**src/rtl/rf_pkg.sv**
```systemverilog
// Shared definitions for the register-file write-back slice.
//   DEF_DATA_W / DEF_RADDR_W / DEF_CNT_W : default widths used by the modules
//   REG_ZERO                             : hard-wired zero register ($0)
//   wb_entry_t                           : write-back stage register contents
package rf_pkg;

    localparam int DEF_DATA_W  = 32;
    localparam int DEF_RADDR_W = 5;
    localparam int DEF_CNT_W   = 2;

    localparam logic [DEF_RADDR_W-1:0] REG_ZERO = '0;

    typedef struct packed {
        logic                   valid;
        logic                   regwrite;
        logic [DEF_RADDR_W-1:0] addr;
        logic [DEF_DATA_W-1:0]  data;
    } wb_entry_t;

endpackage

```
**src/rtl/rf_writeback_stage_scoreboard.sv**
```systemverilog
// Pending-write scoreboard: one saturating counter per register.
// Ports:
//   clk, rst                   clock, async active-low reset
//   id_issue/id_regwrite/...   decode-side issue request and register fields
//   dec_a, dec_a_addr          release from a retiring write
//   dec_b, dec_b_addr          release from a flushed (squashed) write
//   id_rs_busy, id_rt_busy     source register has writes in flight
//   issue_stall                destination counter is saturated
//   sb_underflow               sticky flag: a release hit a zero counter
module rf_scoreboard
    import rf_pkg::*;
#(
    parameter int RADDR_W = DEF_RADDR_W,
    parameter int CNT_W   = DEF_CNT_W
) (
    input  logic               clk,
    input  logic               rst,
    input  logic               id_issue,
    input  logic               id_regwrite,
    input  logic               id_regdst,
    input  logic [RADDR_W-1:0] id_rs,
    input  logic [RADDR_W-1:0] id_rt,
    input  logic [RADDR_W-1:0] id_rd,
    input  logic               dec_a,
    input  logic [RADDR_W-1:0] dec_a_addr,
    input  logic               dec_b,
    input  logic [RADDR_W-1:0] dec_b_addr,
    output logic               id_rs_busy,
    output logic               id_rt_busy,
    output logic               issue_stall,
    output logic               sb_underflow
);

    localparam int NREG = 1 << RADDR_W;
    localparam logic [CNT_W-1:0] CNT_MAX = '1;

    logic [CNT_W-1:0]   cnt_q [NREG];
    logic [CNT_W-1:0]   cnt_d [NREG];
    logic [RADDR_W-1:0] dest;
    logic               issue_req;
    logic               dest_full;
    logic               inc;
    logic               under_hit;
    logic [CNT_W+1:0]   up;
    logic [CNT_W+1:0]   dn;

    assign dest        = id_regdst ? id_rd : id_rt;
    assign issue_req   = id_issue & id_regwrite & (dest != '0);
    assign dest_full   = (cnt_q[dest] == CNT_MAX);
    assign inc         = issue_req & ~dest_full;
    assign issue_stall = issue_req & dest_full;

    assign id_rs_busy = (id_rs != '0) && (cnt_q[id_rs] != '0);
    assign id_rt_busy = (id_rt != '0) && (cnt_q[id_rt] != '0);

    // Increment and both releases may land on the same register in one
    // cycle; the net result is clamped at zero, which flags an underflow.
    always_comb begin
        under_hit = 1'b0;
        up        = '0;
        dn        = '0;
        cnt_d[0]  = '0;
        for (int i = 1; i < NREG; i++) begin
            up = {2'b00, cnt_q[i]} + (CNT_W+2)'(inc && (dest == RADDR_W'(i)));
            dn = (CNT_W+2)'(dec_a && (dec_a_addr == RADDR_W'(i)))
               + (CNT_W+2)'(dec_b && (dec_b_addr == RADDR_W'(i)));
            if (up < dn) begin
                cnt_d[i]  = '0;
                under_hit = 1'b1;
            end else begin
                cnt_d[i] = CNT_W'(up - dn);
            end
        end
    end

    always_ff @(posedge clk or negedge rst) begin
        if (!rst) begin
            for (int i = 0; i < NREG; i++) begin
                cnt_q[i] <= '0;
            end
            sb_underflow <= 1'b0;
        end else begin
            for (int i = 0; i < NREG; i++) begin
                cnt_q[i] <= cnt_d[i];
            end
            if (under_hit) begin
                sb_underflow <= 1'b1;
            end
        end
    end

endmodule

```
**src/rtl/rf_writeback_stage.sv**
```systemverilog
// Write-back stage: captures the memory-stage result, drives the register
// file write port, feeds a forwarding tap and tracks pending writes.
// Ports:
//   clk, rst                 clock, async active-low reset
//   id_*                     decode issue interface, busy flags, issue_stall
//   mem_*                    memory-stage result presented for capture
//   wb_stall, wb_flush       hold the stage / squash the incoming result
//   rf_we/rf_waddr/rf_wdata  register-file write port
//   fwd_valid/addr/data      retiring result for bypass
//   sb_underflow             sticky scoreboard underflow
module rf_writeback_stage
    import rf_pkg::*;
#(
    parameter int DATA_W  = DEF_DATA_W,
    parameter int RADDR_W = DEF_RADDR_W,
    parameter int CNT_W   = DEF_CNT_W
) (
    input  logic               clk,
    input  logic               rst,
    input  logic               id_issue,
    input  logic               id_regwrite,
    input  logic               id_regdst,
    input  logic [RADDR_W-1:0] id_rs,
    input  logic [RADDR_W-1:0] id_rt,
    input  logic [RADDR_W-1:0] id_rd,
    output logic               id_rs_busy,
    output logic               id_rt_busy,
    output logic               issue_stall,
    input  logic               mem_valid,
    input  logic               mem_regwrite,
    input  logic               mem_memtoreg,
    input  logic [RADDR_W-1:0] mem_wreg,
    input  logic [DATA_W-1:0]  mem_alu,
    input  logic [DATA_W-1:0]  mem_rdata,
    input  logic               wb_stall,
    input  logic               wb_flush,
    output logic               rf_we,
    output logic [RADDR_W-1:0] rf_waddr,
    output logic [DATA_W-1:0]  rf_wdata,
    output logic               fwd_valid,
    output logic [RADDR_W-1:0] fwd_addr,
    output logic [DATA_W-1:0]  fwd_data,
    output logic               sb_underflow
);

    wb_entry_t s_q;
    logic      live;
    logic      flush_release;

    // A flush during a stall is ignored: the stage does not capture, so the
    // instruction at the mem input is still there next cycle.
    always_ff @(posedge clk or negedge rst) begin
        if (!rst) begin
            s_q <= '0;
        end else if (!wb_stall) begin
            s_q.valid    <= mem_valid & ~wb_flush;
            s_q.regwrite <= mem_regwrite;
            s_q.addr     <= mem_wreg;
            s_q.data     <= mem_memtoreg ? mem_rdata : mem_alu;
        end
    end

    assign live = s_q.valid & s_q.regwrite & (s_q.addr != REG_ZERO);

    assign rf_we     = live & ~wb_stall;
    assign rf_waddr  = s_q.addr;
    assign rf_wdata  = s_q.data;
    assign fwd_valid = live;
    assign fwd_addr  = s_q.addr;
    assign fwd_data  = s_q.data;

    // A squashed write never reaches the register file, so its pending
    // count is released here instead.
    assign flush_release = wb_flush & ~wb_stall & mem_valid & mem_regwrite
                         & (mem_wreg != '0);

    rf_scoreboard #(
        .RADDR_W (RADDR_W),
        .CNT_W   (CNT_W)
    ) u_sb (
        .clk          (clk),
        .rst          (rst),
        .id_issue     (id_issue),
        .id_regwrite  (id_regwrite),
        .id_regdst    (id_regdst),
        .id_rs        (id_rs),
        .id_rt        (id_rt),
        .id_rd        (id_rd),
        .dec_a        (rf_we),
        .dec_a_addr   (s_q.addr),
        .dec_b        (flush_release),
        .dec_b_addr   (mem_wreg),
        .id_rs_busy   (id_rs_busy),
        .id_rt_busy   (id_rt_busy),
        .issue_stall  (issue_stall),
        .sb_underflow (sb_underflow)
    );

endmodule

```
**config.mk**
```make
export PLATFORM = sky130hd
export DESIGN_NAME = rf_writeback_stage
export DESIGN_NICKNAME = d
export VERILOG_FILES = /design/src/rtl/rf_pkg.sv /design/src/rtl/rf_writeback_stage_scoreboard.sv /design/src/rtl/rf_writeback_stage.sv
export SDC_FILE = /design/constraint.sdc
export NUM_CORES = 1
export LEC_CHECK = 0
export ABC_AREA = 1
export CAP_MARGIN = 20
export CORE_UTILIZATION = 40
export DETAILED_ROUTE_END_ITERATION = 7
export GPL_ROUTABILITY_DRIVEN = 0
export PLACE_DENSITY = 0.59
export SLEW_MARGIN = 5
export SYNTH_ARGS = -nofsm -noshare
export SYNTH_HDL_FRONTEND = slang
export SYNTH_SLANG_ARGS = --single-unit
```
**constraint.sdc**
```tcl
create_clock -name clk -period 3.4 [get_ports clk]
set_input_delay 0.68 -clock clk [delete_from_list [all_inputs] [get_ports clk]]
set_output_delay 0.68 -clock clk [all_outputs]
set_load 0.005 [all_outputs]
```
---- Yosys cells after proc, flatten, opt, wreduce, memory -nomap -nowiden ----
Cells that the tools add are included.
operators by class
  add/sub/neg operators ................... 93
  multipliers ............................. 0
  divide/modulo/power cells ............... 0
  order comparisons ....................... 34
  eq/ne operators ......................... 94
  shift operators ......................... 0
  muxes and demuxes ....................... 73
  bitwise gates (word level) .............. 18
  reductions and logical operators ........ 102
operator list
  cell                                                              number
  5-bit == test (second input constant)                             48
  5-bit by 4-bit == test with 1-bit output (second input constant)  24
  1-bit logical AND                                                 95
  2-bit by 1-bit adder with 3-bit output                            31
  3-bit by 2-bit < comparator with 1-bit output                     31
  2-bit two-way mux                                                 37
  1-bit by 1-bit adder with 2-bit output                            31
  2-bit subtractor                                                  31
  5-bit by 3-bit == test with 1-bit output (second input constant)  12
  32-bit two-way mux                                                1
  1-bit two-way mux                                                 31
  2-bit binary-select mux with 5-bit select                         3
  5-bit by 2-bit == test with 1-bit output (second input constant)  6
  5-bit nonzero test                                                5
  6-bit greater-or-equal comparator (second input constant)         3
  5-bit inverter with 6-bit output                                  3
  5-bit by 1-bit == test with 1-bit output (second input constant)  3
  1-bit AND                                                         12
  5-bit two-way mux                                                 1
  2-bit nonzero test                                                2
  1-bit inverter                                                    3
  2-bit == test (second input constant)                             1
word-level totals
  register bits after elaboration ......... 102
  latch bits .............................. 0
  RAM bits ................................ 0
  ROM bits ................................ 0
  input bits .............................. 94
  output and inout port bits .............. 80
  logic and storage cells ................. 450
  memories ................................ 0

---- Depth between registers and ports, before layout ----
  depth in word-level cells ............... 42
  mapped depth ............................ 27
  gate-level depth less buffers ........... 24

---- Hierarchy ----
A second synthesis with hierarchy kept.
unflattened totals
  cell total of the unflattened synthesis .. 1384
  area total of the unflattened synthesis .. 10108.4 µm²
by module, submodules not included
  module              times used  cells an instance  area each (µm²)  sequential area each (µm²)
  rf_scoreboard       1           1091               7714.9           1576.5
  rf_writeback_stage  1           293                2393.5           975.9

---- Worst setup path after synthesis ----
Ideal clock, no wire load.
  path type ............................... in2reg
  start point ............................. input id_regdst
  end point ............................... register u_sb.sb_underflow
  library setup time ...................... 119 ps
  arrival time ............................ 3453 ps
  data required time ...................... 3281 ps
  path slack .............................. -172 ps
  cell stages on the path ................. 24
  buffers on the path ..................... 3
  cells stage by stage .................... buf_4 -> inv_4 -> nand2_2 -> nand2_4 -> buf_4 -> nand3_1 -> nand2_1 -> nor2_1 -> nor2_1 -> nand2_1 -> nor2_1 -> nand2_2 -> nand3_4 -> buf_6 -> nor2_2 -> ha_1 -> inv_1 -> fa_1 -> nor2_1 -> a21boi_0 -> nor4_1 -> nand4_1 -> nor2_1 -> nand2_1
between the ends
  word-level cells in the longest chain between the ends .. 42
  elaborated cells on any way between the ends .. 165
  those cells by class .................... add/sub: 31; order compare: 31; eq/ne: 32; mux: 35; bitwise: 4; reduce/logical: 32
RTL lines
  element                                                 RTL line                             RTL
  start, declared                                         rf_writeback_stage.sv:22             input logic id_regdst,
  5-bit two-way mux *                                     rf_writeback_stage_scoreboard.sv:47  assign dest = id_regdst ? id_rd : id_rt;
  5-bit inverter with 6-bit output (implied by the code)  rf_writeback_stage_scoreboard.sv:49  assign dest_full = (cnt_q[dest] == CNT_MAX);
  2-bit binary-select mux with 5-bit select               rf_writeback_stage_scoreboard.sv:49
  2-bit two-way mux (implied by the code) (2 in a row)    rf_writeback_stage_scoreboard.sv:49
  2-bit == test                                           rf_writeback_stage_scoreboard.sv:49
  1-bit inverter                                          rf_writeback_stage_scoreboard.sv:50  assign inc = issue_req & ~dest_full;
  1-bit AND                                               rf_writeback_stage_scoreboard.sv:50
  1-bit logical AND                                       rf_writeback_stage_scoreboard.sv:64  up = {2'b00, cnt_q[i]} + (CNT_W+2)'(inc && (dest == RADDR_W'(i)));
  2-bit by 1-bit adder with 3-bit output                  rf_writeback_stage_scoreboard.sv:64
  3-bit by 2-bit < comparator with 1-bit output           rf_writeback_stage_scoreboard.sv:67  if (up < dn) begin
  1-bit two-way mux (30 in a row)                         rf_writeback_stage_scoreboard.sv:67
  1-bit two-way mux *                                     rf_writeback_stage_scoreboard.sv:67
  end signal, assigned                                    rf_writeback_stage_scoreboard.sv:81  sb_underflow <= 1'b0;
  end signal, assigned                                    rf_writeback_stage_scoreboard.sv:87  sb_underflow <= 1'b1;
  end, declared                                           rf_writeback_stage_scoreboard.sv:31  output logic sb_underflow
Mark *: on every way between the ends. The rest lies on a longest branch, timed or not. The select of a mux whose other input is x is not followed.
A chain may end at the register's enable or synchronous reset.

---- Worst setup path in the final report ----
  start point ............................. input id_rd[0]
  end point ............................... register u_sb.sb_underflow
between the ends
  word-level cells in the longest chain between the ends .. 42
  elaborated cells on any way between the ends .. 165
  those cells by class .................... add/sub: 31; order compare: 31; eq/ne: 32; mux: 35; bitwise: 4; reduce/logical: 32
RTL lines
  element                                                 RTL line                             RTL
  start, declared                                         rf_writeback_stage.sv:25             input logic [RADDR_W-1:0] id_rd,
  5-bit two-way mux *                                     rf_writeback_stage_scoreboard.sv:47
  5-bit inverter with 6-bit output (implied by the code)  rf_writeback_stage_scoreboard.sv:49
  2-bit binary-select mux with 5-bit select               rf_writeback_stage_scoreboard.sv:49
  2-bit two-way mux (implied by the code) (2 in a row)    rf_writeback_stage_scoreboard.sv:49
  2-bit == test                                           rf_writeback_stage_scoreboard.sv:49
  1-bit inverter                                          rf_writeback_stage_scoreboard.sv:50
  1-bit AND                                               rf_writeback_stage_scoreboard.sv:50
  1-bit logical AND                                       rf_writeback_stage_scoreboard.sv:64
  2-bit by 1-bit adder with 3-bit output                  rf_writeback_stage_scoreboard.sv:64
  3-bit by 2-bit < comparator with 1-bit output           rf_writeback_stage_scoreboard.sv:67
  1-bit two-way mux (30 in a row)                         rf_writeback_stage_scoreboard.sv:67
  1-bit two-way mux *                                     rf_writeback_stage_scoreboard.sv:67
Marks and branches as above.

==> results.toml <==
[routing]
drt_iter0_markers = 786
wire_per_inst_um = 17.40
drc_errors = 0
antenna_left = 0
drt_wl_total_um = 34800
dr_total_vias = 10217
viasPerCell = 5.109
dr.pass1.iters = 5

[worst_setup_path]
crit_chain = "buf_6, buf_6, nand2_8, nand2_8, buf_12, buf_6, nand3_2, nand2_2, nand2_2, nand2_2, nor2_2, nand2_1, nand2_2, nand3_4, buf_6, nor2_4, ha_4, inv_2, fa_1, o31a_1, nor4_4, nand4_1, nor2_1, nand2_1"
worst-setup-path-type = "in2reg"
critPathBufInv = 6
critPathMaxFanout = 6
critPathCaptureType = "register"
worstSetupStartpointType = "input port"
slowest_delay_ps = 460
worstPathRequired_ps = 3670
slowest_stage = "fa_1"
cp.arrival_ps = 4140
r2r_slack_ps = -100
crit_family = "simple AND/OR/NAND/NOR gates"

[place]
dp_cells = 1958
placedInstanceArea_mm2 = 0.01305
io_buffers = 173
hpwl_um = 26470

[floorplanning]
die_w_um = 159.8
die_h_um = 159.8
ios = 174
dieArea_mm2 = 0.02554
row_count = 57
core_region_area_mm2 = 0.02439
start_util = 0.4084

[finish]
nets = 1920
final_cells = 2000
antenna_cells = 0
design_area_mm2 = 0.01405
nFillCells = 2292
areaGrowthSynthToFinish_pct = 41.05
drive_gt1_frac = 0.2106

[yosys]
synthFlopType = "dfrtp_1"
synth_top_area_frac = 0.2562
ys_seq_area_frac = 0.2562
syn_area_mm2 = 0.009961
yosys_warnings = 0
postSynthAreaPerCell_um2 = 7.297
netlist_instances = 1365
yosysTopAreaCell = "dfrtp_1"
synth-seq-cells = 102
synth_edf_count = 0
syn_nets = 1614
yosysMostFrequentCell = "nand2_1"
synth_common_cells = "nand2_1, inv_1, nor2_1"
ys_async_sr_fraction = 1.000
ys_top_cells_by_area = "dfrtp_1, ha_1, nand2_1"
synth_cell_types = 35

[pwr]
p_leak_nw = 6.957
power_density_mw_per_mm2 = 327.6
peakVddDrop_uv = 231.0

[clock_network]
cts_tree = "yes"
hold_buffers = 0
clock_latency_ps = 370
htreeDepth = 3
cts_buffers = 9
cts.sinks = 102
cts.clk_slew.worst_paths_ps = 90
cts-root-buf = "clkbuf_16"
clockBufferDepth = 2

[sta]
grt_setup_unrepaired = "true"
hold_viol = 0
worst_pin_slew_ps = 685.9
drv_slew = 0
layout_min_cycle_time_ps = 3877
setup_viol = 2
final.setup.worst_slack_ps = -476.7
maxSlewHeadroom = 0.5427
skew_ps = 11.45
max_freq_mhz = 257.9
min_period_over_period = 1.140

[global_route]
grt_pass1_vias = 10099
antenna_found_initial = 0
grt_pass1_wl_um = 55010
grt_usage = 0.2761
grt.overflow.total = 0
grt_max_degree = 103

[status]
outcome = "finished with violations"
failed_checks = "setup timing"

[flow_run]
cap_violations = 0

[min_path]
hold_path.class = "in2async"
logic make-up after synthesis:
logic type | Yosys count | synth area share
buffers and inverters | 302 | 0.1483
AO/OA/AOI/OAI | 148 | 0.09308
AND/OR/NAND/NOR | 658 | 0.2843
flip-flops | 102 | 0.2562
adder cells (fa/ha/maj) | 155 | 0.2181
flip-flops by register name (all words and copies together) (netlist names):
name and count:
u_sb.cnt_q 62, fwd_data 32, fwd_addr 5, s_q 2, u_sb.sb_underflow 1
per-layer routing:
layer	routed length (µm)	vias to the layer above	GRT usage	share of wire
li1	-	4912	-	-
met2	15900	445	0.4543	0.46
met3	2685	78	0.04468	0.077
met5	0	-	0	0
met1	15230	4782	0.3706	0.44
met4	992	0	0.08658	0.029
layout by cell type (no fill, tap or decap), types with 3 or more instances in the layout:
master and n:
buf_4 211, nor2_2 30, dlygate4sd2_1 4, fa_1 31
buf_16 4, nor3b_1 28, nand2_2 14, nand3_1 88
inv_8 6, o311ai_0 22, buf_12 14, nand3_2 3
a21boi_2 5, nor2_1 160, nand4_1 8, buf_6 8
clkdlybuf4s50_1 162, inv_2 8, clkbuf_16 10, nor2_4 6
a22o_1 5, dfrtp_1 102, a21boi_1 7, o311ai_1 7
nand2_8 6, a21oi_1 84, inv_1 177, nand2_1 299
ha_1 121, nand2_4 8, o21ai_0 6
where the power goes:
group	switching (mW)	leakage, nW	total, mW	internal [mW]
sequential	0.286	1.29	1.72	1.43
clock	0.598	0.152	1.13	0.533
combinational	0.899	5.52	1.75	0.855
total	1.78	6.96	4.60	2.82
stage by stage:
step / power, mW / worst slack (ps) / setup TNS [ps] / hold slack [ps] / utilization
floorplan: 2.582 / -124.6 / -124.6 / 384.4 / -
global placement: 3.300 / -1552 / -35820 / 464.5 / 0.5349
detailed placement: 3.313 / -1578 / -37620 / 465.2 / 0.5349
CTS: 4.540 / -307.3 / -307.3 / 407.8 / 0.5672
global route: 4.895 / -593.6 / -935.0 / 413.0 / 0.5760
finish: 4.602 / -476.7 / -503.4 / 320.1 / 0.5760
worst paths after layout:
path / startpoint / to / cells after the start
min in group clk: s_q[37]$_DFFE_PN0N_ / s_q[37]$_DFFE_PN0N_ / 2
worst min-delay path: rst / u_sb.cnt_q[45]$_DFF_PN0_ / 2
worst max-delay path: id_rd[0] / u_sb.sb_underflow$_DFFE_PN0P_ / 24
max in group asynchronous: rst / u_sb.cnt_q[56]$_DFF_PN0_ / 2
worst min register to register: s_q[37]$_DFFE_PN0N_ / s_q[37]$_DFFE_PN0N_ / 2
worst max register to register: u_sb.cnt_q[1]$_DFF_PN0_ / u_sb.sb_underflow$_DFFE_PN0P_ / 20
timing repair:
item / in CTS / in global routing
gates resized for setup: 92 / 53
pin swaps: 38 / 31
setup endpoints to repair: 62 / 37
setup buffers: 9 / 10
cloned: 6 / 1
final cells by class:
type	instances	area, µm²	area share
Timing Repair Buffer	409	3795	0.2701
Clock inverter	7	81.33	0.005789
Clock buffer	9	225.2	0.01603
Tap cell	324	405.4	0.02885
Inverter	186	705.7	0.05023
Multi-Input combinational cell	963	6285	0.4473
Sequential cell	102	2552	0.1817
No activity file was read; power rests on OpenSTA's default activity.
